$ cat src/rtl/ahblite_slave_mux.sv
// AHB-Lite response multiplexer for the bus matrix: routes HREADY/HRESP/HRDATA
// from the slave that owns the current data phase, with a built-in default slave.
module ahblite_slave_mux #(
   parameter bit Port0_en    = 1'b1,
   parameter bit Port1_en    = 1'b1,
   parameter bit Port2_en    = 1'b1,
   parameter bit Port3_en    = 1'b1,
   parameter bit Port4_en    = 1'b1,
   parameter bit Port5_en    = 1'b0,
   parameter bit DEFAULT_ERR = 1'b1
) (
   input  logic        HCLK,
   input  logic        HRESETn,
   input  logic [1:0]  HTRANS,
   input  logic        P0_HSEL,
   input  logic        P1_HSEL,
   input  logic        P2_HSEL,
   input  logic        P3_HSEL,
   input  logic        P4_HSEL,
   input  logic        P5_HSEL,
   input  logic        P0_HREADYOUT,
   input  logic        P1_HREADYOUT,
   input  logic        P2_HREADYOUT,
   input  logic        P3_HREADYOUT,
   input  logic        P4_HREADYOUT,
   input  logic        P5_HREADYOUT,
   input  logic        P0_HRESP,
   input  logic        P1_HRESP,
   input  logic        P2_HRESP,
   input  logic        P3_HRESP,
   input  logic        P4_HRESP,
   input  logic        P5_HRESP,
   input  logic [31:0] P0_HRDATA,
   input  logic [31:0] P1_HRDATA,
   input  logic [31:0] P2_HRDATA,
   input  logic [31:0] P3_HRDATA,
   input  logic [31:0] P4_HRDATA,
   input  logic [31:0] P5_HRDATA,
   output logic        HREADY,
   output logic        HRESP,
   output logic [31:0] HRDATA
);

   typedef enum logic [2:0] {
      DSEL_P0  = 3'd0,
      DSEL_P1  = 3'd1,
      DSEL_P2  = 3'd2,
      DSEL_P3  = 3'd3,
      DSEL_P4  = 3'd4,
      DSEL_P5  = 3'd5,
      DSEL_DEF = 3'd6
   } dsel_e;

   typedef enum logic [1:0] {
      DEF_IDLE = 2'd0,
      DEF_ERR1 = 2'd1,
      DEF_ERR2 = 2'd2
   } def_state_e;

   dsel_e      dsel_q, dsel_d;
   def_state_e def_q, def_d;

   logic [5:0] hsel_eff;
   logic       unmapped;
   logic       start_err;
   logic       def_hready;
   logic       def_hresp;
   logic       unused_htrans0;

   // Only HTRANS[1] distinguishes active transfers from IDLE/BUSY.
   assign unused_htrans0 = HTRANS[0];

   assign hsel_eff = {P5_HSEL & Port5_en, P4_HSEL & Port4_en, P3_HSEL & Port3_en,
                      P2_HSEL & Port2_en, P1_HSEL & Port1_en, P0_HSEL & Port0_en};
   assign unmapped  = ~|hsel_eff;
   assign start_err = HREADY & unmapped & HTRANS[1] & DEFAULT_ERR;

   always_ff @(posedge HCLK or negedge HRESETn) begin
      if (!HRESETn) begin
         dsel_q <= DSEL_DEF;
         def_q  <= DEF_IDLE;
      end else begin
         dsel_q <= dsel_d;
         def_q  <= def_d;
      end
   end

   // Lowest-numbered effective select wins; the register holds during wait states.
   always_comb begin
      dsel_d = dsel_q;
      if (HREADY) begin
         if (hsel_eff[0])      dsel_d = DSEL_P0;
         else if (hsel_eff[1]) dsel_d = DSEL_P1;
         else if (hsel_eff[2]) dsel_d = DSEL_P2;
         else if (hsel_eff[3]) dsel_d = DSEL_P3;
         else if (hsel_eff[4]) dsel_d = DSEL_P4;
         else if (hsel_eff[5]) dsel_d = DSEL_P5;
         else                  dsel_d = DSEL_DEF;
      end
   end

   always_comb begin
      def_d      = DEF_IDLE;
      def_hready = 1'b1;
      def_hresp  = 1'b0;
      case (def_q)
         DEF_ERR1: begin
            def_hready = 1'b0;
            def_hresp  = 1'b1;
            def_d      = DEF_ERR2;
         end
         DEF_ERR2: begin
            def_hresp = 1'b1;
            if (start_err) def_d = DEF_ERR1;
         end
         default: begin
            if (start_err) def_d = DEF_ERR1;
         end
      endcase
   end

   always_comb begin
      HREADY = def_hready;
      HRESP  = def_hresp;
      HRDATA = 32'h0;
      case (dsel_q)
         DSEL_P0: begin HREADY = P0_HREADYOUT; HRESP = P0_HRESP; HRDATA = P0_HRDATA; end
         DSEL_P1: begin HREADY = P1_HREADYOUT; HRESP = P1_HRESP; HRDATA = P1_HRDATA; end
         DSEL_P2: begin HREADY = P2_HREADYOUT; HRESP = P2_HRESP; HRDATA = P2_HRDATA; end
         DSEL_P3: begin HREADY = P3_HREADYOUT; HRESP = P3_HRESP; HRDATA = P3_HRDATA; end
         DSEL_P4: begin HREADY = P4_HREADYOUT; HRESP = P4_HRESP; HRDATA = P4_HRDATA; end
         DSEL_P5: begin HREADY = P5_HREADYOUT; HRESP = P5_HRESP; HRDATA = P5_HRDATA; end
         default: ;
      endcase
   end

endmodule

$ cat config.mk
export PLATFORM = sky130hd
export DESIGN_NAME = ahblite_slave_mux
export DESIGN_NICKNAME = d
export VERILOG_FILES = /design/src/rtl/ahblite_slave_mux.sv
export SDC_FILE = /design/constraint.sdc
export NUM_CORES = 1
export LEC_CHECK = 0
export BUFFER_PORTS_ARGS = -buffer_cell sky130_fd_sc_hd__buf_2
export CAP_MARGIN = 20
export CORE_AREA = 2 2 97 99
export DETAILED_ROUTE_END_ITERATION = 6
export DIE_AREA = 0 0 99 101
export GPL_ROUTABILITY_DRIVEN = 0
export PLACE_DENSITY = 0.58
export REMOVE_ABC_BUFFERS = 1
export SLEW_MARGIN = 20
export SYNTH_ARGS = -nofsm -noshare
export SYNTH_HDL_FRONTEND = slang
export SYNTH_SLANG_ARGS = --single-unit
$ cat constraint.sdc
create_clock -name HCLK -period 5.6 [get_ports HCLK]
set_input_delay 1.12 -clock HCLK [delete_from_list [all_inputs] [get_ports HCLK]]
set_output_delay 1.12 -clock HCLK [all_outputs]
set_load 0.05 [all_outputs]
Word level (Yosys, flattened, before mapping)
Index checks and enable logic that the tools add are counted.
- word-level logic and storage cells: 27
- output and inout port bits: 34
- flip-flop bits (word level): 5
- bits of input ports: 214
- bitwise operators: 2
- multiplexer cells: 12
- reduce and logical (&&, ||, !) cells: 4
- equal/unequal tests: 7
- operator list (kind ; count):
    $pmux 32 s6 ; 1
    $mux 3 ; 4
    $pmux 1 s6 ; 2
    $eq 3x2->1 const B ; 2
    $eq 3x3->1 const B ; 2
    $reduce_or 5->1 ; 1
    $mux 2 ; 2
    $eq 3x1->1 const B ; 1
    $logic_not 3->1 ; 1
    $mux 1 ; 3
    $and 1x1->1 ; 2
    $eq 2x1->1 const B ; 1
    $eq 2x2->1 const B ; 1
    $reduce_or 2->1 ; 1
    $logic_not 1->1 ; 1

Logic depth before layout (Yosys ltp)
Gate-level depths: netlist of the first run.
- word-level depth: 7
- mapped depth: 6
- mapped depth without buffers: 5

Worst setup path before layout of the first run
No wires, ideal clock.
- path type: input to output
- start: input port P0_HRESP
- end: output port HRESP
- required time: 4480 ps
- cell stages on the path: 3
- data arrival time: 2363 ps
- path slack: 2117 ps
- cells stage by stage: nor4b_1 nor3_1 a32oi_1
- cells in the longest elaborated chain, start to end: 1
- ends and longest elaborated chain (what ; RTL line ; RTL):
    start: declaration ; 27 ; input logic P0_HRESP,
    $pmux 1 s6 ; 126 ; case (dsel_q)
    end: declaration ; 40 ; output logic HRESP,
Every way passes these cells.

Worst setup path in the final report of the first run
- start: register dsel_q[2]
- end: output port HRDATA[0]
- cells in the longest elaborated chain, start to end: 2
- elaborated cells between the ends (all ways): 7
- ends and longest elaborated chain (what ; RTL line ; RTL):
    start: declaration ; 60 ; dsel_e dsel_q, dsel_d;
    start signal: assignment ; 83 ; dsel_q <= dsel_d;
    $eq 3x3->1, or another cell as far along ; 126 ;
    $pmux 32 s6 (*) ; 126 ;
    end: declaration ; 41 ; output logic [31:0] HRDATA
Mark *: on every way between the ends. The rest lies on a longest branch, timed or not.

==> flow_summary_export.csv, run 1 <==
group,metric,value,unit
logic_synthesis,ys_seq_elements,5,
worst_setup_path,cp_max_fo,26,
placed_design,port_buffers,245,
global_routing,grt_pass1_wl,12.4,mm
sta,finClkSkew,0.892,ps
global_routing,grt_usage,14.9,%
clock_network,cts_tree,"done",
global_routing,overflow,0,
clock_network,ctsResizeCount,0,
flow_run,maxCapViolCount,0,
sta,hold_viol_final,0,
sta,period_needed,3900,ps
clock_network,insertion_delay,210,ps
clock_network,cts_setup_buffers,0,
logic_synthesis,syn_area,1910,um2
logic_synthesis,yosys_warnings,0,
routing,routed_wl,8.43,mm
routing,remaining_drc_errors,0,
floorplanning,ios,248,
final_layout,drive_above_1_share,61.1,%
logic_synthesis,synth_edf_count,0,
routing,ant_nets,0,
logic_synthesis,yosys-top-cells-area,"mux2i_1, mux4_2, mux2_2, a21oi_1, a221oi_1",
sta,fin_crit_sh,69.7,%
logic_synthesis,synth_flop_cell,"dfrtp_1",
floorplanning,initial_core_util,21.3,%
floorplanning,rows,35,
power_and_ir_drop,peakVddDrop,0.282,mV
logic_synthesis,yosys-top-cells-count,"mux2i_1, a21oi_1, nor2_1",
logic_synthesis,yosysMostFrequentCell,"mux2i_1",
logic_synthesis,synth_seq_area_share,6.68,%
worst_setup_path,critPathCaptureType,"output pin",
logic_synthesis,netlist-cell-type-count,42,
routing,drtIter0Drc,48,
clock_network,cts-root-buf,"clkbuf_8",
worst_setup_path,critPathRequiredTime,4480,ps
final_layout,syn_to_final_growth,69.2,%
worst_setup_path,arrival,2780,ps
routing,routedWlPerCell,14.6,um
clock_network,h-tree-depth,1,
status,status,"complete, no violations",
floorplanning,floorplan.die.width,99,um
logic_synthesis,yosys.area.top_type_share,21.0,%
floorplanning,dieArea,10000,um2
routing,drt-pass1-iter-count,6,
sta,setup_viol,0,
logic_synthesis,synthCells,240,
hold_path,hp-class,"reg2reg",
sta,relSlewSlack,32.6,%
logic_synthesis,synth_area_per_cell,7.96,um2
sta,worstMarginPinSlew,1010,ps
global_routing,grt_max_degree,58,
sta,timing.fmax,0.256,GHz
power_and_ir_drop,power.density,547,nW/um2
logic_synthesis,synthArstFlopShare,100,%
worst_setup_path,criticalPathCategory,"reg2out",
global_routing,grt_pass1_vias,2699,
sta,fin_setup_tns,0,ps
power_and_ir_drop,p_leak,1.62,nW
routing,vias_per_cell,4.89,
clock_network,cts-buffers-inserted,3,
placed_design,hpwl,7.00,mm
final_layout,post-route-util,36.0,%
clock_network,clock_sinks,5,
final_layout,antennaDiodeCount,0,
sta,rsz0062_at_grt,"false",
global_routing,grt_antenna_before_repair,0,
final_layout,nets,684,
floorplanning,die_h,101,um
sta,drv_slew,0,
clock_network,holdBufCountCts,0,
logic_synthesis,synth_area_leader_cell,"mux2i_1",
clock_network,clock_path_buffers,2,
clock_network,clk_pin_slew,30,ps
worst_setup_path,cp-start-kind,"flip-flop",
routing,vias,2832,
sta,hold_slack,557,ps
floorplanning,core_area,8980,um2
==> worst paths after layout <==
| check | start | slack [ps] | to | cells past startpoint |
|---|---|---|---|---|
| worst max-delay path | dsel_q[2] | 1700 | HRDATA[0] | 5 |
| worst min-delay path | def_q[0] | 560 | def_q[1] | 1 |
| worst max register to register | dsel_q[1] | 3120 | dsel_q[0] | 5 |
| worst min register to register | def_q[0] | 560 | def_q[1] | 1 |
| max in group asynchronous | HRESETn | 4670 | dsel_q[1] | 1 |
| min in group asynchronous | HRESETn | 710 | dsel_q[0] | 1 |
==> metrics by stage <==
stage	cell area (um2)	worst slack, ps	cells	power (mW)
after floorplan	1790	1020	215	1.34
after global placement	3190	1930	575	1.70
after detailed placement	3190	1890	575	1.71
after CTS	3230	1670	579	1.78
after global routing	3230	1440	579	1.88
final	3230	1700	579	1.77
==> state kept, by name, summed over array words and instances, names as in the netlist <==
name    cells
def_q       2
dsel_q      3
==> cell usage in the layout, fill, tap and decap left out, types with 5 or more instances in the layout <==
cell type / n
a21oi_1: 35
a221oi_1: 13
buf_2: 245
mux2_2: 19
mux2i_1: 40
mux4_2: 10
nand2_1: 14
nor2_1: 28
o221ai_1: 7
o2bb2ai_1: 5
==> final cells by class <==
type	instances	area, um2
Fill cell	973	5750
Multi-Input combinational cell	206	1650
Timing Repair Buffer	249	1260
Tap cell	111	139
Sequential cell	5	131
Clock buffer	4	45.0
Inverter	4	15.0
==> routing by layer <==
metal | GRT usage [%] | wire (um) | share of wire, % | vias to the layer above
met5 | 0 | 0 | 0 | -
met4 | 2.53 | 74 | 0.88 | 0
met3 | 2.08 | 646 | 7.7 | 8
met2 | 28.0 | 4460 | 53 | 141
met1 | 18.3 | 3240 | 38 | 1288
li1 | - | - | - | 1395
==> where the power goes <==
group	leakage, nW	total (mW)	internal (mW)	switching [mW]
clock network	0.0228	0.0640	0.0487	0.0153
registers	0.0599	0.158	0.0508	0.107
logic	1.54	1.55	0.528	1.02
total	1.62	1.77	0.628	1.14
==> cell families after synthesis <==
group	count (synthesis)	synth area share (%)
adders and majority gates	1	0.655
AOI/OAI and AO/OA	79	28.0
buffers and inverters	29	7.20
DFF	5	6.68
and+or+nand+nor	57	13.6
muxes	69	43.9
==> worst max-delay path, stage by stage (launching register included) <==
cell      delay, ps
dfstp_2         510
inv_1           360
nor2_2          940
a221oi_1        230
a21oi_1         210
buf_2           300
Note: power is estimated with default switching activity, not from simulation.
==> inputs of run 2 (changes only) <==
--- a/config.mk
+++ b/config.mk
@@ -5,13 +5,14 @@
 export SDC_FILE = /design/constraint.sdc
 export NUM_CORES = 1
 export LEC_CHECK = 0
+export ABC_AREA = 1
 export BUFFER_PORTS_ARGS = -buffer_cell sky130_fd_sc_hd__buf_2
 export CAP_MARGIN = 20
-export CORE_AREA = 2 2 97 99
+export CORE_AREA = 2 2 96 98
 export DETAILED_ROUTE_END_ITERATION = 6
-export DIE_AREA = 0 0 99 101
+export DIE_AREA = 0 0 98 100
 export GPL_ROUTABILITY_DRIVEN = 0
-export PLACE_DENSITY = 0.58
+export PLACE_DENSITY = 0.61
 export REMOVE_ABC_BUFFERS = 1
 export SLEW_MARGIN = 20
 export SYNTH_ARGS = -nofsm -noshare
==> constraint.sdc (replaced) <==
create_clock -name HCLK -period 3.3 [get_ports HCLK]
set_input_delay 0.66 -clock HCLK [delete_from_list [all_inputs] [get_ports HCLK]]
set_output_delay 0.66 -clock HCLK [all_outputs]
set_load 0.05 [all_outputs]
==> run 2 against run 1 <==
Net effect: die area fell by 2.0%; cell count rose by 19%; clock skew barely moved; core utilization fell by 0.22 points; synthesized area fell by 3.6%; via count rose by 21%; global-route usage rose by 2.6 points; clock power rose by 75%; non-clock buffer count rose by 5.
==> flow_summary_export.csv, run 2 <==
group,metric,value,unit
status,status,"complete, no violations",
worst_setup_path,cp_max_fo,69,
flow_run,maxCapViolCount,0,
sta,setup_viol,0,
sta,timing.fmax,0.353,GHz
logic_synthesis,synth_flop_cell,"dfrtp_1",
logic_synthesis,synthCells,352,
worst_setup_path,cp-endpoint,"HRESP",
routing,routedWlPerCell,13.9,um
clock_network,clock_path_buffers,2,
worst_setup_path,arrival,2170,ps
clock_network,cts_tree,"done",
power_and_ir_drop,p_seq_share,3.5,%
global_routing,grt_pass1_vias,3049,
clock_network,insertion_delay,220,ps
worst_setup_path,critPathRequiredTime,2640,ps
final_layout,layout_commonest_cell,"buf_2",
final_layout,drive_above_1_share,46.7,%
worst_setup_path,crit_start,"dsel_q[2]",
routing,drt-pass1-iter-count,4,
worst_setup_path,rrSetupSlack,1380,ps
final_layout,final_cell_mix,"buf_2, nand3_1, nand4_1, nand2_1, inv_1",
worst_setup_path,criticalPathCategory,"reg2out",
logic_synthesis,yosysMostFrequentCell,"nand3_1",
final_layout,syn_to_final_growth,72.7,%
clock_network,cts_setup_buffers,0,
logic_synthesis,netlist-cell-type-count,21,
worst_setup_path,r2r_end,"def_q[0]",
sta,fin_crit_sh,85.8,%
logic_synthesis,ys_seq_elements,5,
logic_synthesis,synth_seq_area_share,6.93,%
routing,routed_wl,9.55,mm
logic_synthesis,synthArstFlopShare,100,%
power_and_ir_drop,power_frac_comb,92.4,%
floorplanning,ios,248,
sta,drv_slew,0,
final_layout,antennaDiodeCount,0,
sta,rsz0062_at_grt,"false",
final_layout,top_regs,"dsel_q x3, def_q x2",
sta,hold_slack,247,ps
hold_path,hp-class,"in2async",
routing,ant_nets,0,
final_layout,largest_reg_flops,3,
logic_synthesis,yosys-top-cells-area,"nand4_1, nand3_1, nand2_1, o21ai_0, a21oi_1",
power_and_ir_drop,swShare,72.3,%
global_routing,grt_usage,17.5,%
routing,drtIter0Drc,146,
logic_synthesis,yosys-top-cells-count,"nand3_1, nand4_1, nand2_1",
global_routing,grt_max_degree,70,
sta,finClkSkew,0.674,ps
worst_setup_path,cp-start-kind,"flip-flop",
logic_synthesis,yosys.area.top_type_share,23.1,%
clock_network,h-tree-depth,1,
clock_network,cts-buffers-inserted,3,
sta,period_needed,2830,ps
routing,vias_per_cell,4.99,
logic_synthesis,yosys_warnings,0,
power_and_ir_drop,peakVddDrop,0.477,mV
clock_network,holdBufCountCts,0,
final_layout,nets,792,
placed_design,port_buffers,245,
clock_network,cts-root-buf,"clkbuf_8",
power_and_ir_drop,power_frac_clock,4.1,%
global_routing,overflow,0,
sta,relSlewSlack,52.7,%
sta,hold_viol_final,0,
floorplanning,initial_core_util,20.7,%
routing,vias,3430,
global_routing,grt_pass1_wl,14.4,mm
sta,fin_setup_tns,0,ps
floorplanning,die_h,100,um
worst_setup_path,timing.rr.start,"dsel_q[2]",
routing,remaining_drc_errors,0,
power_and_ir_drop,p_int,754,uW
logic_synthesis,synth_area_leader_cell,"nand4_1",
final_layout,max_flop_register,"dsel_q",
logic_synthesis,syn_area,1840,um2
power_and_ir_drop,p_sw,1.97,mW
floorplanning,core_area,8890,um2
floorplanning,dieArea,9800,um2
power_and_ir_drop,power.density,856,nW/um2
logic_synthesis,synth_edf_count,0,
worst_setup_path,critPathCaptureType,"output pin",
global_routing,grt_antenna_before_repair,0,
clock_network,ctsResizeCount,0,
placed_design,hpwl,7.40,mm
clock_network,clock_sinks,5,
clock_network,clk_pin_slew,30,ps
floorplanning,rows,35,
logic_synthesis,synth_area_per_cell,5.23,um2
floorplanning,floorplan.die.width,98,um
worst_setup_path,r2r_cells,6,
power_and_ir_drop,p_leak,1.74,nW
sta,worstMarginPinSlew,709,ps
run 2: changes by cell type after synthesis, moves of 5 or more:
cell	change
a221oi_1	-13
o21ai_0	+31
o2bb2ai_1	-5
nand3_1	+72
nand2_1	+33
nand4_1	+68
mux4_2	-10
mux2i_1	-40
o221ai_1	-7
mux2_2	-19
inv_1	+34
nor2_1	-22
run 2: worst min-delay path by stage:
stage               slack (ps)        end  startpoint
finish                     250  dsel_q[0]     HRESETn
global placement           480   def_q[0]     HRESETn
floorplan                  360   def_q[0]     HRESETn
CTS                        240  dsel_q[0]     HRESETn
detailed placement         480   def_q[0]     HRESETn
global route               240   def_q[1]     HRESETn
run 2: metal layers:
metal | vias up | track usage, % | routed length (um) | part of all wire, %
met4 | 0 | 3.31 | 70 | 0.73
met5 | - | 0 | 0 | 0
li1 | 1714 | - | - | -
met3 | 8 | 2.23 | 820 | 8.6
met2 | 184 | 32.1 | 4840 | 51
met1 | 1524 | 22.1 | 3810 | 40
run 2: layout make-up:
cell class	instances	area [um2]
timing repair buffer	254	1310
multi-input combinational	271	1410
clock buffer	4	45.0
fill	1018	5710
tap	111	139
sequential	5	128
inverter	42	158
run 2: worst max-delay path, cell delays in order (launching register included):
cell and delay [ps]:
dfstp_2 550, buf_4 580, nand3_1 170, o21ai_0 200, nor2_1 60, o2111ai_1 90
buf_2 310
run 2: cells by family (layout without fill, tap and decap cells):
| kind of cell | count (synthesis) | count (layout) | synth area share [%] |
|---|---|---|---|
| adder cells (fa/ha/maj) | 1 | 1 | 0.679 |
| AO/OA/AOI/OAI | 69 | 69 | 19.0 |
| AND/OR/NAND/NOR | 201 | 201 | 56.4 |
| flip-flops | 5 | 5 | 6.93 |
| buffers and inverters | 76 | 300 | 17.1 |
run 2: power by group through the flow:
| stage | clock network, mW | registers, mW | logic (mW) |
|---|---|---|---|
| detailed placement | 0 | 0.0965 | 2.53 |
| CTS | 0.115 | 0.0956 | 2.53 |
| finish | 0.112 | 0.0954 | 2.52 |
| global placement | 0 | 0.0954 | 2.50 |
| global route | 0.123 | 0.0972 | 2.69 |
| floorplan | 0 | 0.189 | 1.67 |
run 2: through the flow:
stage	total power [mW]	setup slack, ps	cell area, um2	util [%]	instances
after detailed placement	2.62	702	3140	35.3	683
after CTS	2.74	463	3180	35.8	687
after global routing	2.91	292	3180	35.8	687
after floorplan	1.86	95.1	1690	-	318
final	2.72	467	3180	35.8	687
after global placement	2.60	719	3140	35.3	683
==> inputs of run 3 (changes only) <==
--- a/config.mk
+++ b/config.mk
@@ -5,7 +5,6 @@
 export SDC_FILE = /design/constraint.sdc
 export NUM_CORES = 1
 export LEC_CHECK = 0
-export ABC_AREA = 1
 export BUFFER_PORTS_ARGS = -buffer_cell sky130_fd_sc_hd__buf_2
 export CAP_MARGIN = 20
 export CORE_AREA = 2 2 96 98
@@ -14,7 +13,6 @@
 export GPL_ROUTABILITY_DRIVEN = 0
 export PLACE_DENSITY = 0.61
 export REMOVE_ABC_BUFFERS = 1
-export SLEW_MARGIN = 20
 export SYNTH_ARGS = -nofsm -noshare
 export SYNTH_HDL_FRONTEND = slang
 export SYNTH_SLANG_ARGS = --single-unit
==> run 3 against run 2 <==
Net effect: maximum frequency shrank 4.3%; routed wire length down 12%; worst setup slack worse by 130 ps; count of clock-buffer cells in the layout unchanged; sequential cell count unchanged; core utilization up 0.97 points; global-route usage down 1.8 points; first-iteration DRC count shrank 36%; sequential power up 62%; worst hold slack better by 4.7 ps; power rose by 12%; largest power group unchanged.
==> flow_summary_export.csv, run 3 (synthesis results as in run 1) <==
group,metric,value,unit
status,status,"complete, no violations",
sta,hold_slack,252,ps
final_layout,syn_to_final_growth,71.0,%
floorplanning,die_h,100,um
floorplanning,initial_core_util,21.5,%
worst_setup_path,r2r_cells,4,
final_layout,final_cell_mix,"buf_2, mux2i_1, a21oi_1, nor2_1, mux2_2",
sta,relSlewSlack,31.6,%
final_layout,drive_above_1_share,61.4,%
clock_network,cts_setup_buffers,0,
worst_setup_path,r2r_end,"dsel_q[0]",
worst_setup_path,critPathRequiredTime,2640,ps
routing,remaining_drc_errors,0,
sta,hold_viol_final,0,
sta,drv_slew,0,
global_routing,grt_pass1_wl,12.9,mm
global_routing,grt_pass1_vias,2890,
final_layout,max_flop_register,"dsel_q",
routing,vias_per_cell,5.00,
global_routing,grt_usage,15.7,%
sta,rsz0062_at_grt,"false",
sta,period_needed,2960,ps
power_and_ir_drop,p_leak,1.64,nW
worst_setup_path,rrSetupSlack,1330,ps
final_layout,top_regs,"dsel_q x3, def_q x2",
clock_network,ctsResizeCount,0,
floorplanning,floorplan.die.width,98,um
clock_network,cts-root-buf,"clkbuf_8",
floorplanning,ios,248,
clock_network,cts-buffers-inserted,3,
clock_network,clock_path_buffers,2,
power_and_ir_drop,peakVddDrop,0.600,mV
clock_network,clock_sinks,5,
sta,finClkSkew,1.94,ps
global_routing,overflow,0,
placed_design,placed_cells,578,
sta,timing.fmax,0.338,GHz
worst_setup_path,timing.rr.start,"dsel_q[0]",
routing,ant_nets,0,
worst_setup_path,cp-endpoint,"HRDATA[18]",
final_layout,fin_cells,582,
floorplanning,core_area,8890,um2
final_layout,largest_reg_flops,3,
sta,fin_crit_sh,89.7,%
global_routing,grt_max_degree,40,
power_and_ir_drop,power.density,933,nW/um2
global_routing,grt_use_met3,2.23,%
clock_network,clk_pin_slew,30,ps
global_routing,grt_antenna_before_repair,0,
global_routing,use_met2,30.7,%
clock_network,h-tree-depth,1,
placed_design,port_buffers,245,
routing,routedWlPerCell,14.5,um
placed_design,hpwl,7.04,mm
worst_setup_path,critPathCaptureType,"output pin",
global_routing,grt-busiest-layer,"met2",
routing,routed_wl,8.42,mm
final_layout,nFillCells,956,
worst_setup_path,cp_max_fo,26,
floorplanning,dieArea,9800,um2
routing,drtIter0Drc,93,
worst_setup_path,cp-start-kind,"flip-flop",
final_layout,layout_commonest_cell,"buf_2",
clock_network,insertion_delay,220,ps
final_layout,nets,687,
floorplanning,rows,35,
global_routing,use_met1,18.2,%
sta,fin_setup_tns,0,ps
routing,drt-pass1-iter-count,4,
final_layout,antennaDiodeCount,0,
flow_run,maxCapViolCount,0,
worst_setup_path,arrival,2300,ps
sta,setup_viol,0,
hold_path,hp-class,"in2async",
worst_setup_path,crit_start,"dsel_q[2]",
routing,vias,2911,
clock_network,holdBufCountCts,0,
worst_setup_path,criticalPathCategory,"reg2out",
clock_network,cts_tree,"done",
sta,worstMarginPinSlew,1020,ps
[run 3: cell count changes in the layout (fill, tap and decap cells not counted), moves of 4 or more]
| cell | before | now |
|---|---|---|
| nand4_1 | 68 | 0 |
| nor2_1 | 6 | 28 |
| o21ai_0 | 35 | 4 |
| a221oi_1 | 0 | 13 |
| inv_1 | 38 | 4 |
| o221ai_1 | 0 | 7 |
| inv_2 | 4 | 0 |
| mux2i_1 | 0 | 40 |
| o2bb2ai_1 | 0 | 5 |
| mux4_2 | 0 | 10 |
| nand2_1 | 47 | 14 |
| nand3_1 | 73 | 1 |
| mux2_2 | 0 | 19 |
[run 3: report_power, final]
group / internal, mW / switching (mW) / leakage (nW)
clock network: 0.0827 / 0.0276 / 0.0228
registers: 0.0862 / 0.0692 / 0.0599
logic: 0.927 / 1.86 / 1.56
total: 1.10 / 1.95 / 1.64
[run 3: routing by layer]
layer	routed length, um	vias up	share of wire [%]
met3	677	4	8.0
met2	4510	147	54
met1	3160	1354	38
met5	0	-	0
met4	74	0	0.88
li1	-	1406	-
[run 3: how the worst min path moves through the flow]
stage | to | slack [ps] | cells after the start
after floorplan | def_q[0] | 360 | 0
after global placement | dsel_q[0] | 480 | 1
after detailed placement | def_q[1] | 480 | 1
after CTS | def_q[1] | 250 | 1
after global routing | dsel_q[0] | 250 | 1
final | def_q[1] | 250 | 1
[run 3: per-stage QoR]
| stage | power (mW) | setup WS, ps | cell area (um2) | util [%] |
|---|---|---|---|---|
| after detailed placement | 2.95 | 578 | 3220 | 36.2 |
| after global placement | 2.92 | 624 | 3220 | 36.2 |
| final | 3.05 | 339 | 3270 | 36.7 |
| after global routing | 3.26 | 118 | 3270 | 36.7 |
| after CTS | 3.07 | 329 | 3270 | 36.7 |
| after floorplan | 2.27 | -825 | 1790 | - |
[run 3: final cells by class]
cell class	instances	area (um2)	share of cell area, %
multi-input cells	206	1650	50.4
repair buffers	252	1290	39.5
well taps	111	139	4.25
flip-flops and latches	5	131	4.02
clock buffers	4	45.0	1.38
inverters	4	15.0	0.460
[run 3: critical path: stages (launching register included)]
cell	delay [ps]
dfstp_2	520
inv_1	50
nor2_2	780
a221oi_1	230
a21oi_1	190
buf_2	300
